==> src/rtl/rps_pkg.sv <==
// Shared constants and types for the rock-paper-scissors round controller:
// move and verdict encodings, controller state enum, score width.
package rps_pkg;

  localparam int unsigned SCORE_W = 4;

  // Moves are one-hot-cold: the single 0 bit names the move.
  localparam logic [2:0] MOVE_ROCK     = 3'b110;
  localparam logic [2:0] MOVE_PAPER    = 3'b101;
  localparam logic [2:0] MOVE_SCISSORS = 3'b011;
  localparam logic [2:0] MOVE_NONE     = 3'b111;

  localparam logic [2:0] VERD_P1_WIN  = 3'b000;
  localparam logic [2:0] VERD_P2_WIN  = 3'b001;
  localparam logic [2:0] VERD_TIE     = 3'b010;
  localparam logic [2:0] VERD_INVALID = 3'b100;

  typedef enum logic [1:0] {
    ST_WAIT = 2'd0,
    ST_EVAL = 2'd1,
    ST_SHOW = 2'd2,
    ST_OVER = 2'd3
  } state_e;

  // Any verdict code outside the three legal outcomes collapses to INVALID.
  function automatic logic [2:0] norm_verdict(input logic [2:0] v);
    logic [2:0] r;
    r = VERD_INVALID;
    if (v == VERD_P1_WIN || v == VERD_P2_WIN || v == VERD_TIE) r = v;
    return r;
  endfunction

endpackage

==> src/rtl/rps_hold_timer.sv <==
// Loadable down-counter. done_o flags the terminal count (value 1), i.e. the
// last cycle of a loaded interval while enabled; the owner gates it by state.
module rps_hold_timer #(
  parameter int unsigned W = 8
) (
  input  logic         clk,
  input  logic         rst_n,
  input  logic         clear_i,
  input  logic         load_i,
  input  logic         en_i,
  input  logic [W-1:0] load_val_i,
  output logic         done_o
);

  logic [W-1:0] cnt_q, cnt_d;

  // Next count: clear beats load beats decrement; stalls at zero.
  always_comb begin
    cnt_d = cnt_q;
    if (clear_i)                     cnt_d = '0;
    else if (load_i)                 cnt_d = load_val_i;
    else if (en_i && cnt_q != '0)    cnt_d = cnt_q - W'(1);
  end

  // Counter register.
  always_ff @(posedge clk or negedge rst_n) begin
    if (!rst_n) cnt_q <= '0;
    else        cnt_q <= cnt_d;
  end

  assign done_o = (cnt_q == W'(1));

endmodule

==> src/rtl/rps_round_ctrl.sv <==
// Rock-paper-scissors round controller: hides locked moves, presents them to
// the external judge for one EVAL cycle, registers the verdict, keeps score.
// Optional lock timeout (forfeit win) is built when RPS_LOCK_TIMEOUT_EN is
// defined; otherwise WAIT waits forever and forfeit is tied low.
//
// state | meaning
// WAIT  | collecting locks, moves hidden (NONE driven)
// EVAL  | one cycle, captured moves on the judge, verdict sampled
// SHOW  | result held SHOW_CYCLES cycles, moves displayed
// OVER  | a player reached WIN_SCORE, waiting for new_game
module rps_round_ctrl
  import rps_pkg::*;
#(
  parameter int unsigned WIN_SCORE      = 3,
  parameter int unsigned SHOW_CYCLES    = 50_000_000,
  parameter int unsigned TIMEOUT_CYCLES = 250_000_000
) (
  input  logic               clk,
  input  logic               rst_n,
  input  logic [2:0]         p1_sel,
  input  logic [2:0]         p2_sel,
  input  logic               p1_lock,
  input  logic               p2_lock,
  input  logic               new_game,
  input  logic [2:0]         judge_y,
  output logic [2:0]         p1_move,
  output logic [2:0]         p2_move,
  output logic [2:0]         last_result,
  output logic               result_valid,
  output logic               forfeit,
  output logic [SCORE_W-1:0] p1_score,
  output logic [SCORE_W-1:0] p2_score,
  output logic [7:0]         round_cnt,
  output logic               game_over,
  output logic [1:0]         state_o
);

  // One counter serves both the show hold and the lock timeout, so it is
  // sized for the longer of the two intervals.
  localparam int unsigned MAX_CYC = (SHOW_CYCLES > TIMEOUT_CYCLES) ? SHOW_CYCLES : TIMEOUT_CYCLES;
  localparam int unsigned TW      = $clog2(MAX_CYC + 1);
  localparam logic [TW-1:0]      SHOW_LOAD = TW'(SHOW_CYCLES);
  localparam logic [SCORE_W-1:0] WIN_VAL   = SCORE_W'(WIN_SCORE);
`ifdef RPS_LOCK_TIMEOUT_EN
  localparam logic [TW-1:0]      TO_LOAD   = TW'(TIMEOUT_CYCLES);
`endif

  state_e             state_q, state_d;
  logic [2:0]         p1_hid_q, p1_hid_d, p2_hid_q, p2_hid_d;
  logic               p1_lk_q, p1_lk_d, p2_lk_q, p2_lk_d;
  logic [2:0]         result_q, result_d;
  logic               valid_q, valid_d;
  logic [SCORE_W-1:0] p1_sc_q, p1_sc_d, p2_sc_q, p2_sc_d;
  logic [7:0]         rnd_q, rnd_d;
  logic [2:0]         verdict;
  logic               tmr_clear, tmr_load, tmr_en, tmr_done;
  logic [TW-1:0]      tmr_val;
`ifdef RPS_LOCK_TIMEOUT_EN
  logic               ff_q, ff_d;
`endif

  function automatic logic [7:0] sat_inc(input logic [7:0] v);
    return (v == 8'hFF) ? v : v + 8'd1;
  endfunction

  assign verdict = norm_verdict(judge_y);

  rps_hold_timer #(.W(TW)) u_timer (
    .clk        (clk),
    .rst_n      (rst_n),
    .clear_i    (tmr_clear),
    .load_i     (tmr_load),
    .en_i       (tmr_en),
    .load_val_i (tmr_val),
    .done_o     (tmr_done)
  );

  // Next-state, lock capture, scoring and timer control; new_game wins over all.
  always_comb begin
    state_d   = state_q;
    p1_hid_d  = p1_hid_q;
    p2_hid_d  = p2_hid_q;
    p1_lk_d   = p1_lk_q;
    p2_lk_d   = p2_lk_q;
    result_d  = result_q;
    valid_d   = 1'b0;
    p1_sc_d   = p1_sc_q;
    p2_sc_d   = p2_sc_q;
    rnd_d     = rnd_q;
    tmr_clear = 1'b0;
    tmr_load  = 1'b0;
    tmr_en    = 1'b0;
    tmr_val   = SHOW_LOAD;
`ifdef RPS_LOCK_TIMEOUT_EN
    ff_d      = ff_q;
`endif
    if (new_game) begin
      state_d   = ST_WAIT;
      p1_lk_d   = 1'b0;
      p2_lk_d   = 1'b0;
      p1_sc_d   = '0;
      p2_sc_d   = '0;
      rnd_d     = '0;
      result_d  = VERD_INVALID;
      tmr_clear = 1'b1;
`ifdef RPS_LOCK_TIMEOUT_EN
      ff_d      = 1'b0;
`endif
    end else begin
      case (state_q)
        ST_WAIT: begin
          if (p1_lock && !p1_lk_q) begin
            p1_hid_d = p1_sel;
            p1_lk_d  = 1'b1;
          end
          if (p2_lock && !p2_lk_q) begin
            p2_hid_d = p2_sel;
            p2_lk_d  = 1'b1;
          end
          if (p1_lk_d && p2_lk_d) begin
            state_d = ST_EVAL;
          end
`ifdef RPS_LOCK_TIMEOUT_EN
          else if (p1_lk_d != p1_lk_q || p2_lk_d != p2_lk_q) begin
            tmr_load = 1'b1;
            tmr_val  = TO_LOAD;
          end else if (p1_lk_q ^ p2_lk_q) begin
            tmr_en = 1'b1;
            if (tmr_done) begin
              // Forfeit: the absent player's move shows as NONE during SHOW.
              if (p1_lk_q) begin
                result_d = VERD_P1_WIN;
                p1_sc_d  = p1_sc_q + SCORE_W'(1);
                p2_hid_d = MOVE_NONE;
              end else begin
                result_d = VERD_P2_WIN;
                p2_sc_d  = p2_sc_q + SCORE_W'(1);
                p1_hid_d = MOVE_NONE;
              end
              rnd_d    = sat_inc(rnd_q);
              ff_d     = 1'b1;
              valid_d  = 1'b1;
              p1_lk_d  = 1'b0;
              p2_lk_d  = 1'b0;
              tmr_load = 1'b1;
              tmr_val  = SHOW_LOAD;
              state_d  = ST_SHOW;
            end
          end
`endif
        end
        ST_EVAL: begin
          result_d = verdict;
          valid_d  = 1'b1;
          p1_lk_d  = 1'b0;
          p2_lk_d  = 1'b0;
`ifdef RPS_LOCK_TIMEOUT_EN
          ff_d     = 1'b0;
`endif
          case (verdict)
            VERD_P1_WIN: begin
              p1_sc_d = p1_sc_q + SCORE_W'(1);
              rnd_d   = sat_inc(rnd_q);
            end
            VERD_P2_WIN: begin
              p2_sc_d = p2_sc_q + SCORE_W'(1);
              rnd_d   = sat_inc(rnd_q);
            end
            VERD_TIE: rnd_d = sat_inc(rnd_q);
            default: ;
          endcase
          tmr_load = 1'b1;
          tmr_val  = SHOW_LOAD;
          state_d  = ST_SHOW;
        end
        ST_SHOW: begin
          tmr_en = 1'b1;
          if (tmr_done) begin
            state_d = (p1_sc_q == WIN_VAL || p2_sc_q == WIN_VAL) ? ST_OVER : ST_WAIT;
          end
        end
        ST_OVER: ;
        default: state_d = ST_WAIT;
      endcase
    end
  end

  // State and datapath registers.
  always_ff @(posedge clk or negedge rst_n) begin
    if (!rst_n) begin
      state_q  <= ST_WAIT;
      p1_hid_q <= MOVE_NONE;
      p2_hid_q <= MOVE_NONE;
      p1_lk_q  <= 1'b0;
      p2_lk_q  <= 1'b0;
      result_q <= VERD_INVALID;
      valid_q  <= 1'b0;
      p1_sc_q  <= '0;
      p2_sc_q  <= '0;
      rnd_q    <= '0;
    end else begin
      state_q  <= state_d;
      p1_hid_q <= p1_hid_d;
      p2_hid_q <= p2_hid_d;
      p1_lk_q  <= p1_lk_d;
      p2_lk_q  <= p2_lk_d;
      result_q <= result_d;
      valid_q  <= valid_d;
      p1_sc_q  <= p1_sc_d;
      p2_sc_q  <= p2_sc_d;
      rnd_q    <= rnd_d;
    end
  end

`ifdef RPS_LOCK_TIMEOUT_EN
  // Forfeit flag register.
  always_ff @(posedge clk or negedge rst_n) begin
    if (!rst_n) ff_q <= 1'b0;
    else        ff_q <= ff_d;
  end
  assign forfeit = ff_q;
`else
  assign forfeit = 1'b0;
`endif

  assign p1_move      = (state_q == ST_EVAL || state_q == ST_SHOW) ? p1_hid_q : MOVE_NONE;
  assign p2_move      = (state_q == ST_EVAL || state_q == ST_SHOW) ? p2_hid_q : MOVE_NONE;
  assign last_result  = result_q;
  assign result_valid = valid_q;
  assign p1_score     = p1_sc_q;
  assign p2_score     = p2_sc_q;
  assign round_cnt    = rnd_q;
  assign game_over    = (state_q == ST_OVER);
  assign state_o      = state_q;

endmodule

==> config.mk <==
export PLATFORM = sky130hd
export DESIGN_NAME = rps_round_ctrl
export DESIGN_NICKNAME = d
export VERILOG_FILES = /design/src/rtl/rps_pkg.sv /design/src/rtl/rps_hold_timer.sv /design/src/rtl/rps_round_ctrl.sv
export SDC_FILE = /design/constraint.sdc
export NUM_CORES = 1
export LEC_CHECK = 0
export BUFFER_PORTS_ARGS = -buffer_cell sky130_fd_sc_hd__buf_2
export CAP_MARGIN = 0
export CORE_MARGIN = 2
export CORE_UTILIZATION = 50
export CTS_CLUSTER_DIAMETER = 120
export DETAILED_ROUTE_END_ITERATION = 16
export PLACE_DENSITY = 0.74
export SYNTH_ARGS = -nofsm -noshare
export SYNTH_HDL_FRONTEND = slang
export SYNTH_HIERARCHICAL = 1
export SYNTH_SLANG_ARGS = --single-unit
==> constraint.sdc <==
create_clock -name clk -period 3 [get_ports clk]
set_input_delay 0.3 -clock clk [delete_from_list [all_inputs] [get_ports clk]]
set_output_delay 0.3 -clock clk [all_outputs]
set_load 0.02 [all_outputs]
==> impl_metrics.ini <==
[run_status]
status = completed

[synthesis]
async_reset_ff_share_pct = 100
synth_top_area_share_pct = 36.8
syn_inst = 367
ys_types = 62
ys_ff_latch = 58
synth_area_leader_cell = dfrtp_1
ys_warn_count = 6
synth_edf_count = 0
syn_area_per_cell_um2 = 9.45
ys_seq_area_share_pct = 42.1
netlist_area_um2 = 3470
synth.area.top_cells = dfrtp_1 37%, dfstp_2 5.3%, nor2_1 4.2%
ys.flop_type = dfrtp_1

[cts]
clock-root-buffer = clkbuf_8
cts_max_level = 3
clock_latency_ps = 340
cts_buffer_depth = 2
cts_hold_buf = 0
cts_tree = built
cts_sinks = 58
cts_buffers = 9
cts_setup_buffers = 0
cts.clk_slew.worst_paths_ps = 70
cts_resized = 0

[route]
wl_um = 7700
vias_per_cell = 5.78
drt-pass1-iter-count = 4
drt-initial-drc-count = 134
drc = 0
wl_per_cell_um = 14.7
dr_total_vias = 3027
final_antenna_net_count = 0

[worst_setup_path]
r2r_slack_ps = 450
endpoint_kind = register
max_stage_delay_ps = 640
r2r_start = u_timer/cnt_q[1]$_DFFE_PN0P_
cp.arrival_ps = 2790
r2r-end = u_timer/cnt_q[20]$_DFFE_PN0P_
worstSetupPathType = reg2reg
critPathMaxFanout = 19
path_buf_inv = 1
start_kind = register
r2r_cells = 7
cpMaxStageDelayCell = or4_2
crit_chain = inv_1 -> ha_1 -> nor3b_1 -> nand3_1 -> a41o_2 -> or4_2 -> a311oi_1
critPathRequiredTime_ps = 3240
critPathTopFamily = simple AND/OR/NAND/NOR gates

[floorplanning]
die_area_um2 = 7620
start_util_pct = 51.3
ios = 44
dieHeight_um = 87.3
placementRows = 30
die_w_um = 87.3
core_area_um2 = 6760

[timing]
rsz0062_at_grt = no
min_period_ps = 2550
relSlewSlack_pct = 43.2
setup_viol = 0
skew_ps = 11.0
max_freq_ghz = 0.392
finalHoldViolCount = 0
slew_viol_final = 0
worstMarginPinSlew_ps = 851
fin_crit_sh_pct = 85.0
finalSetupTns_ps = 0

[grt]
grt_usage_pct = 21.5
grt_pass1_vias = 2813
grt_pass1_wl_um = 13000
grt_overflow = 0
grt_max_degree = 31
antenna_found_initial = 0

[finish]
finish.instance_area_um2 = 4080
nets = 463
diodes = 0
drive_above_1_share_pct = 22.1
layout_commonest_cell = dfrtp_1
final_cells = 524
final_cell_mix = 51 x dfrtp_1, 42 x buf_2, 39 x nor2_1, 30 x conb_1, 20 x nand2_1
area_delta_synth_final_pct = 17.6

[place]
routabilityCongestion = 0.795
port_buffers = 42
dp.cells = 508
placed_area_um2 = 3880
dp_hpwl_um = 5330

[job]
drv_cap = 0

[pwr]
leakage_nw = 1.77
ir_worst_vdd_uv = 364
p_per_area_nw_per_um2 = 793

[hold_path]
holdCritPathClass = in2async
power breakdown:
group          switching (mW)  total, mW  internal [mW]
logic                   0.839       1.38          0.536
clock network           0.299      0.728          0.429
registers               0.153       1.13          0.975
how the worst max path moves through the flow:
stage,slack [ps],start,cells after the start,endpoint
floorplan,460,state_o[0]$_DFFE_PN0P_,7,u_timer/cnt_q[20]$_DFFE_PN0P_
global placement,600,u_timer/cnt_q[0]$_DFFE_PN0P_,7,u_timer/cnt_q[20]$_DFFE_PN0P_
detailed placement,510,u_timer/cnt_q[0]$_DFFE_PN0P_,7,u_timer/cnt_q[20]$_DFFE_PN0P_
CTS,470,u_timer/cnt_q[1]$_DFFE_PN0P_,7,u_timer/cnt_q[20]$_DFFE_PN0P_
global route,290,u_timer/cnt_q[0]$_DFFE_PN0P_,7,u_timer/cnt_q[20]$_DFFE_PN0P_
finish,450,u_timer/cnt_q[1]$_DFFE_PN0P_,7,u_timer/cnt_q[20]$_DFFE_PN0P_
area by class of cell:
cell class              instances  area, um2
clock buffers                  14        163
inverters                      11       41.3
fillers                       609       2680
repair buffers                 54        313
well taps                      80        100
flip-flops and latches         58       1460
clock inverters                 2       35.0
multi-input cells             305       1970
flip-flops by register name, indices dropped and copies added, names as in the netlist:
signal / flops
p1_lk_q: 1
p1_score: 4
result_valid: 1
state_o: 2
round_cnt: 8
p2_lk_q: 1
p2_hid_q: 3
p2_score: 4
u_timer/cnt_q: 28
last_result: 3
p1_hid_q: 3
cell usage after synthesis (3+ instances only):
cell and instances:
a211oi_1 4, a21oi_1 15, a311oi_1 16, a31oi_1 5
and3_1 3, buf_2 3, buf_4 4, clkbuf_1 11
dfrtp_1 51, dfstp_2 7, ha_1 10, inv_1 11
mux2_2 6, nand2_1 20, nand2b_1 10, nand3_1 10
nand3b_1 4, nand4_1 3, nor2_1 39, nor2b_1 5
nor3_1 9, nor3b_1 3, nor4_1 10, o21ai_0 9
o21bai_1 6, o22ai_1 3, o31a_1 3, o31ai_1 12
or2_2 3, or3_1 9, or4_1 9, xnor2_1 7
xor2_1 5
logic make-up (layout without fill, tap and decap cells):
kind of cell,after synthesis,count (layout),share of synthesized area [%]
flip-flops,58,58,42.1
buffers and inverters,32,81,4.22
multiplexers,10,10,3.18
XOR/XNOR,12,12,3.03
adder cells (fa/ha/maj),10,10,3.61
other,2,30,0.217
AO/OA/AOI/OAI,85,85,17.5
AND/OR/NAND/NOR,158,158,26.1
through the flow:
step / util, % / hold WS (ps) / setup slack [ps] / total power, mW
floorplan: - / 4.41 / 459 / 2.11
global placement: 57.4 / 378 / 605 / 2.45
detailed placement: 57.4 / 396 / 506 / 2.50
CTS: 60.4 / 28.5 / 470 / 3.24
global route: 60.4 / 63.5 / 287 / 3.46
finish: 60.4 / 8.59 / 449 / 3.23
metal layers:
| metal | vias up | share of wire, % | global-route usage, % |
|---|---|---|---|
| met5 | - | 0 | 0 |
| met3 | 10 | 3.0 | 2.94 |
| met2 | 56 | 49 | 35.1 |
| met1 | 1465 | 47 | 28.8 |
| met4 | 0 | 1.6 | 8.67 |
| li1 | 1496 | - | - |
Power figures use the tool's default switching activity.
